<file path="src/rtl/hazard_stall_ctrl_pkg.sv">
// Shared definitions for the stall/bubble controller: FSM encoding,
// default scoreboard geometry and the stall counter width.
package hazard_stall_ctrl_pkg;
  localparam int REG_W_DEF   = 3;
  localparam int DEPTH_DEF   = 3;
  localparam int STALL_CNT_W = 16;

  typedef enum logic [1:0] {
    RUN    = 2'd0,
    DRAIN  = 2'd1,
    HALTED = 2'd2
  } state_e;
endpackage

</file>
<file path="src/rtl/hazard_stall_ctrl_sb_entry.sv">
// One scoreboard slot {v, rd}: async active-low clear, frozen while hold_i.
module sb_entry #(
  parameter int REG_W = 3
) (
  input  logic             clk,
  input  logic             rst,
  input  logic             hold_i,
  input  logic             v_d_i,
  input  logic [REG_W-1:0] rd_d_i,
  output logic             v_q_o,
  output logic [REG_W-1:0] rd_q_o
);
  // Capture the upstream slot unless the pipe is frozen.
  always_ff @(posedge clk or negedge rst) begin
    if (!rst) begin
      v_q_o  <= 1'b0;
      rd_q_o <= '0;
    end else if (!hold_i) begin
      v_q_o  <= v_d_i;
      rd_q_o <= rd_d_i;
    end
  end
endmodule

</file>
<file path="src/rtl/hazard_stall_ctrl.sv">
// Stall/bubble generator for the non-forwarding pipeline. Tracks in-flight
// destinations (EX..WB), stalls decode on RAW hazards or memory busy, drains
// the pipe after HALT and counts stalled cycles.
// Optional macro HAZARD_WB_BYPASS_EN: ignore the WB slot in hazard detection
// because the register file writes in the first half-cycle.
module hazard_stall_ctrl
  import hazard_stall_ctrl_pkg::*;
#(
  parameter int REG_W = REG_W_DEF,
  parameter int DEPTH = DEPTH_DEF
) (
  input  logic                   clk,
  input  logic                   rst,
  input  logic                   id_valid,
  input  logic [REG_W-1:0]       id_rs,
  input  logic [REG_W-1:0]       id_rt,
  input  logic                   id_rs_used,
  input  logic                   id_rt_used,
  input  logic [REG_W-1:0]       id_rd,
  input  logic                   id_wr_en,
  input  logic                   id_halt,
  input  logic                   mem_busy,
  output logic                   Stall,
  output logic                   bubble,
  output logic                   halt_done,
  output logic [STALL_CNT_W-1:0] stall_cnt
);
  localparam int DCW = $clog2(DEPTH + 1);
`ifdef HAZARD_WB_BYPASS_EN
  localparam int CMP_N = DEPTH - 1;
`else
  localparam int CMP_N = DEPTH;
`endif

  logic [DEPTH-1:0]            sb_v, sb_v_d;
  logic [DEPTH-1:0][REG_W-1:0] sb_rd, sb_rd_d;
  state_e                      state_q;
  logic [DCW-1:0]              drain_q;
  logic                        halt_done_q;
  logic [STALL_CNT_W-1:0]      stall_cnt_q;
  logic                        hazard, run, issue;

  // RAW check of the decode sources against every compared in-flight slot.
  always_comb begin
    hazard = 1'b0;
    for (int i = 0; i < CMP_N; i++) begin
      if (sb_v[i] && ((id_rs_used && (id_rs == sb_rd[i])) ||
                      (id_rt_used && (id_rt == sb_rd[i]))))
        hazard = 1'b1;
    end
    hazard = hazard & id_valid;
  end

  assign run    = (state_q == RUN);
  assign Stall  = mem_busy | hazard | ~run;
  // A frozen ID/EX must not be overwritten with a NOP.
  assign bubble = ~mem_busy & (hazard | ~run);
  assign issue  = id_valid & id_wr_en & ~hazard & run;

  // Scoreboard shift chain: slot 0 = EX, slot DEPTH-1 = WB.
  for (genvar g = 0; g < DEPTH; g++) begin : g_sb
    if (g == 0) begin : g_head
      assign sb_v_d[g]  = issue;
      assign sb_rd_d[g] = issue ? id_rd : '0;
    end else begin : g_tail
      assign sb_v_d[g]  = sb_v[g-1];
      assign sb_rd_d[g] = sb_rd[g-1];
    end
    sb_entry #(.REG_W(REG_W)) u_sb (
      .clk    (clk),
      .rst    (rst),
      .hold_i (mem_busy),
      .v_d_i  (sb_v_d[g]),
      .rd_d_i (sb_rd_d[g]),
      .v_q_o  (sb_v[g]),
      .rd_q_o (sb_rd[g])
    );
  end

  // Halt FSM: accept HALT only when decode would advance, then drain DEPTH
  // unfrozen cycles before flagging completion.
  always_ff @(posedge clk or negedge rst) begin
    if (!rst) begin
      state_q     <= RUN;
      drain_q     <= '0;
      halt_done_q <= 1'b0;
    end else begin
      case (state_q)
        RUN: if (id_valid && id_halt && !Stall) begin
          state_q <= DRAIN;
          drain_q <= DCW'(DEPTH);
        end
        DRAIN: if (!mem_busy) begin
          if (drain_q == DCW'(1)) begin
            state_q     <= HALTED;
            halt_done_q <= 1'b1;
            drain_q     <= '0;
          end else begin
            drain_q <= drain_q - DCW'(1);
          end
        end
        HALTED: ;
        default: state_q <= RUN;
      endcase
    end
  end

  // Saturating count of every stalled cycle.
  always_ff @(posedge clk or negedge rst) begin
    if (!rst)
      stall_cnt_q <= '0;
    else if (Stall && (stall_cnt_q != '1))
      stall_cnt_q <= stall_cnt_q + STALL_CNT_W'(1);
  end

  assign halt_done = halt_done_q;
  assign stall_cnt = stall_cnt_q;
endmodule

</file>
<file path="config.mk">
export PLATFORM = sky130hd
export DESIGN_NAME = hazard_stall_ctrl
export DESIGN_NICKNAME = d
export VERILOG_FILES = /design/src/rtl/hazard_stall_ctrl_pkg.sv /design/src/rtl/hazard_stall_ctrl_sb_entry.sv /design/src/rtl/hazard_stall_ctrl.sv
export SDC_FILE = /design/constraint.sdc
export NUM_CORES = 1
export LEC_CHECK = 0
export BUFFER_PORTS_ARGS = -buffer_cell sky130_fd_sc_hd__buf_2
export CAP_MARGIN = 20
export CORE_MARGIN = 2
export CORE_UTILIZATION = 40
export DETAILED_ROUTE_END_ITERATION = 16
export PLACE_DENSITY_LB_ADDON = 0.05
export SLEW_MARGIN = 20
export SYNTH_ARGS = -nofsm -noshare
export SYNTH_HDL_FRONTEND = slang
export SYNTH_SLANG_ARGS = --single-unit
</file>
<file path="constraint.sdc">
create_clock -name clk -period 1.8 [get_ports clk]
set_input_delay 0.18 -clock clk [delete_from_list [all_inputs] [get_ports clk]]
set_output_delay 0.18 -clock clk [all_outputs]
set_load 0.03 [all_outputs]
</file>
==> summary.json <==
{
  "run_status": {
    "run_status": "finished with violations",
    "violations": "negative setup slack"
  },
  "floorplanning": {
    "ios": 36,
    "rows": 24,
    "floorplan.die.height_um": 70.5,
    "floorplan.core_area_um2": 4290,
    "fp.dieArea_um2": 4970,
    "chip_width_um": 70.5,
    "initial_core_util": 0.412
  },
  "run": {
    "timing.max_cap.violations": 0
  },
  "clock_tree": {
    "clk_root_buffer_cell": "clkbuf_8",
    "htreeDepth": 2,
    "cts_max_path_buffers": 2,
    "cts_tree": "yes",
    "clk_transition_reported_paths_ps": 70,
    "cts_inserted_buffers": 5,
    "clock_insertion_delay_at_the_later_pin_of_the_skew_report_ps": 280,
    "cts_sinks": 33
  },
  "power": {
    "power.static_leakage_nw": 1.11,
    "pwr-share-clk": 0.175,
    "irDropWorstVdd_uv": 866,
    "part_of_the_power_in_registers": 0.358,
    "cell_area_power_density_nw_per_um2": 1230,
    "power_switching_share": 0.401,
    "power_frac_comb": 0.467,
    "p_switching_mw": 1.20,
    "internal_power_mw": 1.80,
    "fin_total_pwr_mw": 3.00
  },
  "synth": {
    "mappedNetlistArea_um2": 1770,
    "yosys_warnings": 0,
    "netlist-cell-type-count": 36,
    "dominantRegCellSynth": "dfrtp_1",
    "ys_seq_area_frac": 0.466,
    "number_of_enable_type_register_cells_in_the_synthesized_netlist": 0,
    "synth_seq_cells": 33,
    "synth.avg_cell_area_um2": 11.2,
    "ys_async_sr_fraction": 1.00,
    "postSynthNetCount": 177,
    "postSynthCellCount": 158
  },
  "place": {
    "global_placer_s_final_weighted_congestion": 0.890,
    "placement.setup.worst_slack_ps": -116,
    "port-buffer-count": 35,
    "total_cell_area_at_the_placement_stage_um2": 2150,
    "dpl.hpwl_mm": 3.04,
    "dpl.cell_count": 259
  },
  "setup_path": {
    "cp_data_required_time_ps": 1970,
    "crit_path_max_fanout": 4,
    "worst-endpoint-arrival_ps": 2110,
    "timing.reg2reg.setup_slack_ps": -140,
    "critPathCaptureType": "register",
    "critPathLaunchType": "register",
    "rr_startpoint": "g_sb[1].u_sb.rd_q_o[2]",
    "timing_worst_setup_path_type": "register to register",
    "rr_endpoint": "stall_cnt[14]",
    "r2r.worst_path.cells": 7
  },
  "routing": {
    "detail_route.wl_per_cell_um": 15.8,
    "first_pass_iters": 4,
    "avgViaCountPerCell": 5.29,
    "drc": 0,
    "detail_route.iter0.violations": 50,
    "via_count": 1444,
    "wirelength_mm": 4.33,
    "postRouteAntennaNets": 0
  },
  "final_layout": {
    "final_net_count": 240,
    "final_cells": 273,
    "seq_area_um2": 832,
    "area_growth_syn_to_layout_pct": 38.1,
    "final_area_um2": 2440,
    "drive_gt1_frac": 0.484,
    "insertedDiodeCount": 0,
    "multi_input_logic_area_um2": 1050,
    "fillCellCount": 384,
    "finalCoreUtilization": 0.569
  },
  "global_routing": {
    "initial_antenna_violation_count": 0,
    "grt_remaining_overflow": 0,
    "first_pass_grt_wire_length_mm": 7.68,
    "via_count_of_the_first_global_routing_pass": 1608,
    "largest_net_degree_at_the_start_of_global_routing": 34,
    "globalRouteTotalUtil": 0.195
  },
  "hold_path": {
    "hold_end": "g_sb[0].u_sb.rd_q_o[1]",
    "hp-start": "id_rd[1]",
    "hold-path-cell-count": 2,
    "hp-class": "primary input to register"
  },
  "sta": {
    "final_max_slew_viol_count": 0,
    "finalClockSkew_ps": 5.32,
    "period_needed_ps": 1940,
    "slew_worst_pin_ps": 757,
    "final.setup.worst_slack_ps": -143,
    "report.final.hold_viol_count": 0,
    "finalHoldWorstSlack_ps": 151,
    "unrepaired_setup_endpoints_after_global_routing": "yes",
    "period_share": 1.08,
    "tns_ps": -1890,
    "fmaxAchievable_mhz": 515,
    "maxSlewHeadroom": 0.495,
    "setup-violations-final": 23
  }
}
worst max path at each step:
stage | start | end | slack, ps
CTS | g_sb[2].u_sb.rd_q_o[1] | bubble | -180
global placement | g_sb[0].u_sb.rd_q_o[2] | stall_cnt[14] | -60
floorplan | stall_cnt[4] | stall_cnt[14] | 8
detailed placement | g_sb[0].u_sb.rd_q_o[0] | stall_cnt[6] | -120
finish | g_sb[1].u_sb.rd_q_o[2] | stall_cnt[14] | -140
global route | g_sb[1].u_sb.rd_q_o[2] | stall_cnt[14] | -250
final cells by class:
cell class | count | share of cell area
Clock buffer | 6 | 0.0297
Clock inverter | 1 | 0.00205
Inverter | 3 | 0.00461
Multi-Input combinational cell | 117 | 0.431
Sequential cell | 33 | 0.340
Tap cell | 52 | 0.0266
Timing Repair Buffer | 61 | 0.166
registers in the layout (all words and copies together), names as in the netlist:
signal,flops
stall_cnt,16
g_sb.u_sb.rd_q_o,9
g_sb.u_sb.v_q_o,3
drain_q,2
state_q,2
halt_done,1
power groups by stage:
stage | clock, mW | combinational [mW] | sequential (mW)
finish | 0.526 | 1.40 | 1.08
global route | 0.578 | 1.51 | 1.11
CTS | 0.539 | 1.36 | 1.07
detailed placement | 0 | 1.20 | 1.09
global placement | 0 | 1.17 | 1.07
floorplan | 0 | 0.550 | 1.27
timing repair:
| item | 4_1_cts | 5_1_grt |
|---|---|---|
| pin swaps | 16 | 10 |
| hold endpoints to repair | 18 | 0 |
| setup endpoints to repair | 10 | 25 |
| resized for setup | 21 | 11 |
| setup buffers | 6 | 0 |
| hold buffers | 1 | 0 |
critical path, cell delays in order, from the launching register on:
cell and delay, ps:
dfrtp_2 450, xnor2_2 150, nand4_1 120, a21boi_2 240, o31ai_4 110, buf_6 130, a2111oi_4 280, mux2_1 340
layout by cell type (no fill, tap or decap), drive strengths merged:
cell          n
clkinv        1
clkbuf        6
o21ai         2
xnor2        19
a32o          3
nor3b         2
o31ai         1
inv           3
nand2        12
nand3         4
a22o          1
a21oi         3
and4          1
mux2         11
dlygate4sd3   1
dfrtp        33
nor3          7
or3           1
xor2         12
a211oi        2
and2          1
nor4b         1
a21boi        3
nor2b         1
ha            2
nand4         9
buf          60
a2111oi       1
nor4          5
nand2b        2
and3          3
o22ai         1
nor2          7
kinds of logic (layout without fill, tap and decap cells):
family | after synthesis | in the layout | share of synthesized area
AOI/OAI and AO/OA | 17 | 17 | 0.0862
xor gates and xnor gates | 31 | 31 | 0.153
adders and majority gates | 2 | 2 | 0.0141
buffers and inverters | 8 | 71 | 0.0240
DFF | 33 | 33 | 0.466
muxes | 11 | 11 | 0.0700
and+or+nand+nor | 56 | 56 | 0.186
synthesized netlist by cell type (3+ instances only):
master	instances	area [µm²]
nor2_1	7	26.3
mux2_2	9	101
nand4_1	9	56.3
xnor2_1	19	166
nand3_1	4	20.0
and3_1	3	18.8
xor2_1	12	105
a21oi_1	3	15.0
nand2_1	12	45.0
dfrtp_1	33	826
nor3_1	7	35.0
a21boi_2	3	33.8
inv_1	3	11.3
a32o_1	3	30.0
layer usage:
layer  share of wire  vias to the layer above  global-route usage
met5               0                        -                   0
met1            0.42                      719               0.235
met2            0.52                       31               0.336
met4           0.017                        0              0.0755
li1                -                      686                   -
met3           0.043                        8              0.0527
(Power assumes the default switching activity.)
